**src/rtl/rom_arb_pkg.sv**
```systemverilog
// Shared types and constants for the two-port ROM read arbiter.
// Build option: ROM_ARB_RR_EN selects round-robin arbitration (default: fixed priority).
package rom_arb_pkg;

  // Strobe sequencing phases of one ROM read.
  typedef enum logic [1:0] {
    IDLE   = 2'd0,
    SETUP  = 2'd1,
    ACCESS = 2'd2,
    DONE   = 2'd3
  } state_t;

  // Requester index.
  typedef logic port_t;
  localparam port_t PORT0 = 1'b0;
  localparam port_t PORT1 = 1'b1;

  // Legal range of the access time (clocks with OE_n low before sampling).
  localparam int TACC_MIN = 1;
  localparam int TACC_MAX = 15;

  function automatic bit tacc_ok(input int tacc);
    return (tacc >= TACC_MIN) && (tacc <= TACC_MAX);
  endfunction

endpackage

```
**src/rtl/rom_arb_grant.sv**
```systemverilog
// Combinational grant selection between the two read requesters.
// Build option: ROM_ARB_RR_EN -> on a tie the pointer port wins; otherwise port 0 always wins.
module rom_arb_grant
  import rom_arb_pkg::*;
(
  input  logic i_req0,
  input  logic i_req1,
  input  logic i_ptr,
  output logic o_valid,
  output logic o_port
);

  assign o_valid = i_req0 | i_req1;

`ifdef ROM_ARB_RR_EN
  // On a tie the pointer names the port that was not granted last.
  always_comb begin
    if (i_req0 && i_req1) o_port = i_ptr;
    else                  o_port = i_req1 ? PORT1 : PORT0;
  end
`else
  logic w_unused_ptr;
  assign w_unused_ptr = i_ptr;
  assign o_port       = (i_req0 || !i_req1) ? PORT0 : PORT1;
`endif

endmodule

```
**src/rtl/rom_arbiter.sv**
```systemverilog
// Two-requester arbiter for an asynchronous ROM: grants a port, drives CE_n/OE_n
// with a programmable access time, captures data and returns a one-cycle ack.
// Build option: ROM_ARB_RR_EN enables round-robin tie-breaking with a priority pointer.
// Handshake: a requester holds reqN high with addrN stable; the arbiter pulses ackN
// for one cycle with rdata valid. A request seen while busy waits for the next IDLE edge.
module rom_arbiter
  import rom_arb_pkg::*;
#(
  parameter int AWID = 18,
  parameter int DWID = 8,
  parameter int TACC = 3
) (
  input  logic            clk,
  input  logic            rst_n,
  input  logic            req0,
  input  logic [AWID-1:0] addr0,
  output logic            ack0,
  input  logic            req1,
  input  logic [AWID-1:0] addr1,
  output logic            ack1,
  output logic [DWID-1:0] rdata,
  output logic            busy,
  output logic [AWID-1:0] rom_addr,
  input  logic [DWID-1:0] rom_data,
  output logic            rom_ce_n,
  output logic            rom_oe_n,
  output logic [1:0]      dbg_state
);

  localparam int            CW       = $clog2(TACC + 1);
  localparam logic [CW-1:0] CNT_LOAD = CW'(TACC - 1);

  if (!tacc_ok(TACC)) begin : g_tacc_range
    $error("rom_arbiter: TACC must be within 1..15");
  end

  state_t          r_state,    w_state;
  logic [CW-1:0]   r_cnt,      w_cnt;
  logic            r_gnt,      w_gnt;
  logic            r_ack0,     w_ack0;
  logic            r_ack1,     w_ack1;
  logic [DWID-1:0] r_rdata,    w_rdata;
  logic [AWID-1:0] r_rom_addr, w_rom_addr;
  logic            r_ce_n,     w_ce_n;
  logic            r_oe_n,     w_oe_n;
  logic            w_ptr_cur;
  logic            w_gnt_valid;
  logic            w_gnt_port;

`ifdef ROM_ARB_RR_EN
  logic r_ptr, w_ptr;
  assign w_ptr_cur = r_ptr;
`else
  assign w_ptr_cur = PORT0;
`endif

  rom_arb_grant u_grant (
    .i_req0  (req0),
    .i_req1  (req1),
    .i_ptr   (w_ptr_cur),
    .o_valid (w_gnt_valid),
    .o_port  (w_gnt_port)
  );

  // Next-state and next-output logic for the read sequencer.
  always_comb begin
    w_state    = r_state;
    w_cnt      = r_cnt;
    w_gnt      = r_gnt;
    w_rdata    = r_rdata;
    w_rom_addr = r_rom_addr;
    w_ce_n     = r_ce_n;
    w_oe_n     = r_oe_n;
    w_ack0     = 1'b0;
    w_ack1     = 1'b0;
`ifdef ROM_ARB_RR_EN
    w_ptr      = r_ptr;
`endif
    case (r_state)
      IDLE: begin
        if (w_gnt_valid) begin
          w_gnt      = w_gnt_port;
          w_rom_addr = w_gnt_port ? addr1 : addr0;
          w_ce_n     = 1'b0;
          w_state    = SETUP;
`ifdef ROM_ARB_RR_EN
          w_ptr      = ~w_gnt_port;
`endif
        end
      end
      SETUP: begin
        w_oe_n  = 1'b0;
        w_cnt   = CNT_LOAD;
        w_state = ACCESS;
      end
      ACCESS: begin
        // Both strobes are low here, so rom_data is driven by the ROM.
        if (r_cnt == '0) begin
          w_rdata = rom_data;
          w_ack0  = (r_gnt == PORT0);
          w_ack1  = (r_gnt == PORT1);
          w_ce_n  = 1'b1;
          w_oe_n  = 1'b1;
          w_state = DONE;
        end else begin
          w_cnt = r_cnt - 1'b1;
        end
      end
      DONE: begin
        w_state = IDLE;
      end
      default: begin
        w_state = IDLE;
      end
    endcase
  end

  // State and output registers; reset aborts any access immediately.
  always_ff @(posedge clk or negedge rst_n) begin
    if (!rst_n) begin
      r_state    <= IDLE;
      r_cnt      <= '0;
      r_gnt      <= PORT0;
      r_rdata    <= '0;
      r_rom_addr <= '0;
      r_ce_n     <= 1'b1;
      r_oe_n     <= 1'b1;
      r_ack0     <= 1'b0;
      r_ack1     <= 1'b0;
`ifdef ROM_ARB_RR_EN
      r_ptr      <= PORT0;
`endif
    end else begin
      r_state    <= w_state;
      r_cnt      <= w_cnt;
      r_gnt      <= w_gnt;
      r_rdata    <= w_rdata;
      r_rom_addr <= w_rom_addr;
      r_ce_n     <= w_ce_n;
      r_oe_n     <= w_oe_n;
      r_ack0     <= w_ack0;
      r_ack1     <= w_ack1;
`ifdef ROM_ARB_RR_EN
      r_ptr      <= w_ptr;
`endif
    end
  end

  assign ack0      = r_ack0;
  assign ack1      = r_ack1;
  assign rdata     = r_rdata;
  assign rom_addr  = r_rom_addr;
  assign rom_ce_n  = r_ce_n;
  assign rom_oe_n  = r_oe_n;
  assign busy      = (r_state != IDLE);
  assign dbg_state = r_state;

endmodule
```
**config.mk**
```make
export PLATFORM = sky130hd
export DESIGN_NAME = rom_arbiter
export DESIGN_NICKNAME = d
export VERILOG_FILES = /design/src/rtl/rom_arb_pkg.sv /design/src/rtl/rom_arb_grant.sv /design/src/rtl/rom_arbiter.sv
export SDC_FILE = /design/constraint.sdc
export NUM_CORES = 1
export LEC_CHECK = 0
export ABC_CLOCK_PERIOD_IN_PS = 1600
export CAP_MARGIN = 0
export CORE_AREA = 2 2 67 69
export DETAILED_ROUTE_END_ITERATION = 10
export DIE_AREA = 0 0 69 71
export GPL_TIMING_DRIVEN = 0
export HOLD_SLACK_MARGIN = 0.15
export PLACE_DENSITY_LB_ADDON = 0.3
export SLEW_MARGIN = 20
export SYNTH_ARGS = -nofsm -noshare
export SYNTH_HDL_FRONTEND = slang
export SYNTH_SLANG_ARGS = --single-unit
```
**constraint.sdc**
```tcl
create_clock -name clk -period 1.6 [get_ports clk]
set_input_delay 0.16 -clock clk [delete_from_list [all_inputs] [get_ports clk]]
set_output_delay 0.16 -clock clk [all_outputs]
set_load 0.02 [all_outputs]
```
==> metrics.log <==
[metrics] run status: complete, no violations
[metrics] nature of the critical path endpoint: output pin
[metrics] First DRT Iteration DRCs: 55
[metrics] clock buffer count from CTS: 5
[metrics] cell area after technology mapping: 1630 sq um
[metrics] complex-gate fraction of the synthesized area: 8.19%
[metrics] pin count of the biggest net entering global routing: 20
[metrics] Clock Sinks: 35
[metrics] highest clock frequency the design can meet: 641 MHz
[metrics] total of buffers placed on input and output ports: 80
[metrics] CTS tree: built
[metrics] DIE AREA: 4900 sq um
[metrics] unique cell type count in the Yosys netlist: 21
[metrics] post-synthesis sequential element count: 35
[metrics] Crit Path Category: flop to output pin
[metrics] number of setup buffers added after CTS: 0
[metrics] share of cell area taken by muxes after synthesis: 19.8%
[metrics] total via count after detailed routing: 1311
[metrics] clock tree root driver cell: sky130_fd_sc_hd__clkbuf_8
[metrics] average size of a mapped cell: 11.8 sq um
[metrics] number of warnings issued by yosys: 0
[metrics] number of nets in the final layout: 283
[metrics] Net Sw Frac: 37.4%
[metrics] area inside the core boundary: 4200 sq um
[metrics] Initial Utilization: 38.9%
[metrics] Power Internal: 2.92 mW
[metrics] time the final worst path needs with I/O delays and setup: 1560 ps
[metrics] slack of the worst reg-to-reg path: 130 ps
[metrics] number of instances in the synthesized netlist: 139
[metrics] number of search-and-repair iterations in the first detailed-routing pass: 3
[metrics] remaining antenna violation count after routing: 0
[metrics] total count of hold-check failures in the final report: 0
[metrics] cell area power density: 1760 nW/um^2
[metrics] Clock Power Share: 12.5%
[metrics] sw power: 1.74 mW
[metrics] critical path data required time: 1440 ps
[metrics] vias per std cell: 4.67
[metrics] smallest hold slack: 354 ps
[metrics] Post-Place Cells: 272
[metrics] die height: 71 microns
[metrics] half-perimeter wire length of the detailed placement result: 2.86 mm
[metrics] share of layout cells above drive strength 1: 15.7%
[metrics] Fill cells: 364
[metrics] post-route setup slack: 39.6 ps
[metrics] final wirelength: 3.60 mm
[metrics] largest fanout of any net on the critical path: 2
[metrics] Critical-path top delay cell: sky130_fd_sc_hd__clkdlybuf4s50_1
[metrics] source-to-sink clock delay at the later pin of the worst-skew pair: 280 ps
[metrics] Post-Place Setup Slack: -111 ps
[metrics] area overhead of the layout relative to synthesis: 62.1%
[metrics] slew at the pin with the worst max-slew slack: 447 ps
[metrics] WL/cell: 12.8 microns
[metrics] post-route cell area: 2650 sq um
[metrics] Slew HR: 70.2%
[metrics] I/O pins: 81
[metrics] clock-pin slew on the worst setup and hold paths: 60 ps
[metrics] number of max-cap violations: 0
[metrics] simple-gate area share of the yosys netlist: 8.12%
[metrics] Final setup violation count: 0
[metrics] area occupied by registers: 880 sq um
[metrics] H-tree depth reported by CTS: 2
[metrics] combinational power share: 54.7%
[metrics] Critical Path AT: 1400 ps
[metrics] Tot GR Track Use: 16.0%
[metrics] Adder-Cell Fraction of Synth Area: 5.36%
[metrics] max-slew violations: 0
[metrics] Congestion Overflow GR: 0
[metrics] combinational family with the most area after synthesis: multiplexers
[metrics] Post-Layout Cell Count: 281
[metrics] RSZ-0062 raised after global routing: false
[metrics] Final Cycle Share: 97.5%
[metrics] total inserted antenna cells: 0
[metrics] worst ir drop on vdd: 1.01 mV
[metrics] RePlAce Congestion: 0.714
[metrics] number of remaining DRC errors: 0
[metrics] clock tree skew after final layout: 2.48 ps
[metrics] std cell rows: 24
[metrics] Max Root-Sink Buffers: 2
[metrics] kind of start point of the critical path: flop
[metrics] placed standard-cell area: 2520 sq um
[metrics] Synth Area in XOR/XNOR: 0%
[metrics] global-route wire length before repair: 6.16 mm
[metrics] Fin Setup TNS: 0 ps
[metrics] vias in the first global route: 1292
[metrics] category of cells accounting for the largest share of critical-path delay: buffers and inverters
[metrics] Hold Path Class: input port to asynchronous set/reset pin
[metrics] sequential area share after synthesis: 53.8%
[metrics] total buffers and inverters traversed by the critical path: 1
[metrics] static leakage: 1.17 nW
[metrics] antenna violations before repair: 0
[metrics] area used by multi-input combinational logic: 689 sq um
[metrics] sequential power share: 32.8%
[metrics] critical-path cell list: clkdlybuf4s50_1
[metrics] Syn Nets: 194
[metrics] x dimension of the die: 69 microns
[metrics] max incr delay on CP: 590 ps
==> sequential cells by signal, indices dropped and copies added (netlist names) <==
register   count
rom_addr      18
rdata          8
dbg_state      2
r_cnt          2
ack0           1
ack1           1
r_gnt          1
rom_ce_n       1
rom_oe_n       1
==> final timing paths <==
path,startpoint,end,cells after the start
max in group asynchronous,rst_n,rom_oe_n$_DFFE_PN1P_,3
setup / recovery,rom_oe_n$_DFFE_PN1P_,rom_oe_n,1
min in group clk,r_gnt$_DFFE_PN0P_,ack0$_DFF_PN0_,1
hold reg to reg,r_gnt$_DFFE_PN0P_,ack0$_DFF_PN0_,1
hold / removal,rst_n,rom_addr[14]$_DFFE_PN0P_,2
setup reg to reg,dbg_state[1]$_DFFE_PN0P_,dbg_state[1]$_DFFE_PN0P_,5
==> kinds of logic after synthesis <==
| family | Yosys count |
|---|---|
| fa+ha+maj | 7 |
| buf+inv | 11 |
| flops | 35 |
| mux | 31 |
| simple gates | 30 |
| compound gates | 25 |
==> cells in the final DEF (no fill, tap or decap), types with 3 or more instances in the layout <==
cell	synthesis	layout
sky130_fd_sc_hd__a21oi_1	4	3
sky130_fd_sc_hd__buf_6	0	3
sky130_fd_sc_hd__clkbuf_8	0	5
sky130_fd_sc_hd__clkdlybuf4s50_1	0	77
sky130_fd_sc_hd__dfrtp_1	33	32
sky130_fd_sc_hd__ha_1	7	7
sky130_fd_sc_hd__inv_1	5	3
sky130_fd_sc_hd__mux2_2	11	11
sky130_fd_sc_hd__mux2i_1	20	20
sky130_fd_sc_hd__nand2_1	20	19
sky130_fd_sc_hd__nor2_1	5	5
sky130_fd_sc_hd__nor2b_1	3	3
sky130_fd_sc_hd__o21ai_0	8	8
sky130_fd_sc_hd__o21ai_1	10	10
==> layout make-up <==
cell class	instances	area share [%]
plain buffers	6	3.07
clock buffers	7	2.88
clock inverters	1	0.189
inverters	5	0.709
multi-input cells	93	26.0
flip-flops and latches	35	33.2
well taps	52	2.46
repair buffers	82	31.5
==> power groups by stage <==
stage                     Combinational, mW  Sequential (mW)  Clock (mW)
after floorplan                       0.896             2.01           0
after global placement                 2.46             1.54           0
after detailed placement               2.50             1.55           0
after CTS                              2.50             1.53       0.610
after global routing                   2.79             1.59       0.648
final                                  2.55             1.53       0.584
==> per-layer routing <==
| metal | vias to the layer above | global-route usage, % | part of all wire (%) |
|---|---|---|---|
| met3 | 5 | 5.56 | 6.6 |
| met4 | 0 | 5.23 | 1.6 |
| met1 | 610 | 19.0 | 42 |
| met5 | - | 0 | 0 |
| li1 | 653 | - | - |
| met2 | 43 | 27.1 | 50 |
==> stage by stage <==
step | utilization (%) | power (mW)
floorplan | - | 2.91
global placement | 59.5 | 4.00
detailed placement | 60.0 | 4.05
CTS | 62.1 | 4.64
global route | 63.0 | 5.03
finish | 63.0 | 4.66
==> cells in the mapped netlist <==
cell,instances,share of area (%)
sky130_fd_sc_hd__a211oi_1,1,0.46
sky130_fd_sc_hd__a21oi_1,4,1.2
sky130_fd_sc_hd__a22oi_1,1,0.46
sky130_fd_sc_hd__and3_1,1,0.38
sky130_fd_sc_hd__buf_12,2,2.5
sky130_fd_sc_hd__buf_2,2,0.61
sky130_fd_sc_hd__clkbuf_1,1,0.23
sky130_fd_sc_hd__clkbuf_2,1,0.31
sky130_fd_sc_hd__dfrtp_1,33,51
sky130_fd_sc_hd__dfstp_2,2,3.2
sky130_fd_sc_hd__ha_1,7,5.4
sky130_fd_sc_hd__inv_1,5,1.1
sky130_fd_sc_hd__mux2_2,11,7.6
sky130_fd_sc_hd__mux2i_1,20,12
sky130_fd_sc_hd__nand2_1,20,4.6
sky130_fd_sc_hd__nor2_1,5,1.1
sky130_fd_sc_hd__nor2b_1,3,1.1
sky130_fd_sc_hd__nor2b_4,1,0.84
sky130_fd_sc_hd__o21ai_0,8,2.5
sky130_fd_sc_hd__o21ai_1,10,3.1
sky130_fd_sc_hd__o21ai_2,1,0.54
==> timing repair <==
item / 4_1_cts / 5_1_grt
gates resized for setup: 6 / 18
endpoints found under the setup margin: 20 / 30
cloned: 0 / 0
hold endpoints to repair: 33 / 0
hold buffers: 1 / 0
No activity file was read; power rests on OpenSTA's default activity.
==> RTL edit: new RTL, same flow settings <==
`r_rdata` and `r_rom_addr` no longer have a reset.
--- a/src/rtl/rom_arbiter.sv
+++ b/src/rtl/rom_arbiter.sv
@@ -121,8 +121,6 @@
       r_state    <= IDLE;
       r_cnt      <= '0;
       r_gnt      <= PORT0;
-      r_rdata    <= '0;
-      r_rom_addr <= '0;
       r_ce_n     <= 1'b1;
       r_oe_n     <= 1'b1;
       r_ack0     <= 1'b0;
@@ -134,8 +132,6 @@
       r_state    <= w_state;
       r_cnt      <= w_cnt;
       r_gnt      <= w_gnt;
-      r_rdata    <= w_rdata;
-      r_rom_addr <= w_rom_addr;
       r_ce_n     <= w_ce_n;
       r_oe_n     <= w_oe_n;
       r_ack0     <= w_ack0;
@@ -144,6 +140,11 @@
       r_ptr      <= w_ptr;
 `endif
     end
+  end
+
+  always_ff @(posedge clk) begin
+    r_rdata    <= w_rdata;
+    r_rom_addr <= w_rom_addr;
   end
 
   assign ack0      = r_ack0;
Check against the original RTL: not equivalent (a bounded check fails within 4 cycles, from zero or initial values and one cycle with rst_n low).
==> RTL edit against the original RTL <==
- final area fell by 3.7%
- power down 24%
- first-iteration DRC count shrank 53%
- worst hold slack worse by 180 ps
- setup slack worse by 8.9 ps
- area after synthesis down 5.0%
- count of clock-buffer cells in the layout down 1
- clock power increased by 3%
- sequential cell count stayed put
- sequential share of layout area grew 6.4 points
- clock skew rose by 0.61 ps
- routed wire length fell by 5.4%
- largest power group unchanged
- highest routed layer unchanged
==> RTL edit: results (changes against the original RTL) <==
pre_cts_ws_ps: -162  # -50.7 ps
status: "completed"
p_leak_nw: 0.993  # -15%
cp-startpoint: "rom_ce_n"
cp-endpoint: "rom_ce_n"
maxCapViolations: 0  # unchanged
fmax_mhz: 637  # -0.57%
htree_levels: 2  # unchanged
slew_headroom_pct: 71.8  # +1.5 points
irDropWorstVdd_v: 0.000917  # -9.4%
synthArstFlopShare_pct: 25.7  # -74 points
synthTopCellsByCount: "26 x edfxtp_1, 10 x mux2_4, 9 x mux2_2"
grt_max_degree: 19  # -5.0%
vias_per_cell: 4.58  # -1.9%
fillers: 325  # -11%
regToRegEndpoint: "rom_ce_n"
seq_cell_power_mw: 1.37  # -10%
synth_edf_count: 26  # +26
path_max_fanout: 2  # unchanged
cts.repair.resized: 3  # -3
syn_inst: 91  # -35%
grt_pass1_vias: 1113  # -14%
post-cts-setup-buffers: 1  # +1
combPwrFrac_pct: 44.3  # -10 points
drive_gt1_share_pct: 22.1  # +6.4 points
grtUsageTotal_pct: 14.3  # -1.6 points
portBuffers: 80  # unchanged
fin_skew_ps: 3.08  # +0.605 ps
r2r_setup_slack_ps: 70  # -60 ps
largest_register_ffs: 18  # unchanged
numCtsBuffers: 5  # unchanged
synth-seq-area-share_pct: 64.9  # +11 points
dp_hpwl_mm: 2.65  # -7.6%
grt_pass1_wl_mm: 5.31  # -14%
finalWeightedCongestion: 0.734  # +2.7%
reg2reg_from: "dbg_state[0]"
syn_nets: 146  # -25%
yosysWarningCount: 0  # unchanged
swShare_pct: 33.4  # -4.0 points
hold_ws_ps: 172  # -182 ps
drtIter0Drc: 26  # -53%
design_area_sq_mm: 0.00255  # -3.7%
yosys-top-cells-area: "edfxtp_1 50%, dfrtp_1 11%, mux2_4 9.7%, mux2_2 6.5%, ha_1 5.6%"
place_inst: 223  # -18%
placed_area_sq_mm: 0.00243  # -3.7%
clk_pin_slew_ps: 70
synth_ff_type: "edfxtp_1"
p_comb_mw: 1.57  # -38%
nets: 235  # -17%
instances_no_fill: 233  # -17%
finalHoldViolCount: 0  # unchanged
drt-wirelength-per-cell_um: 14.6  # +14%
-- RTL edit: routing by layer --
layer	GRT usage (%)	wire (um)	vias to the layer above
li1	-	-	506
met1	13.7	1170	522
met2	28.3	2020	31
met3	3.99	147	7
met4	6.10	67	0
met5	0	0	-
-- RTL edit: cell families (layout without fill, tap and decap cells) --
family | after synthesis | count (layout) | synth area share [%]
simple gates | 13 | 13 | 4.43
buf+inv | 7 | 97 | 3.22
flops | 35 | 35 | 64.9
fa+ha+maj | 7 | 7 | 5.64
mux | 23 | 23 | 18.9
compound gates | 6 | 6 | 2.82
-- RTL edit: cell type report --
cell class | count | share of cell area [%]
repair buffers | 82 | 32.5
clock inverters | 2 | 0.294
inverters | 5 | 0.736
well taps | 52 | 2.55
clock buffers | 6 | 2.85
multi-input cells | 49 | 20.2
plain buffers | 2 | 1.23
flip-flops and latches | 35 | 39.6
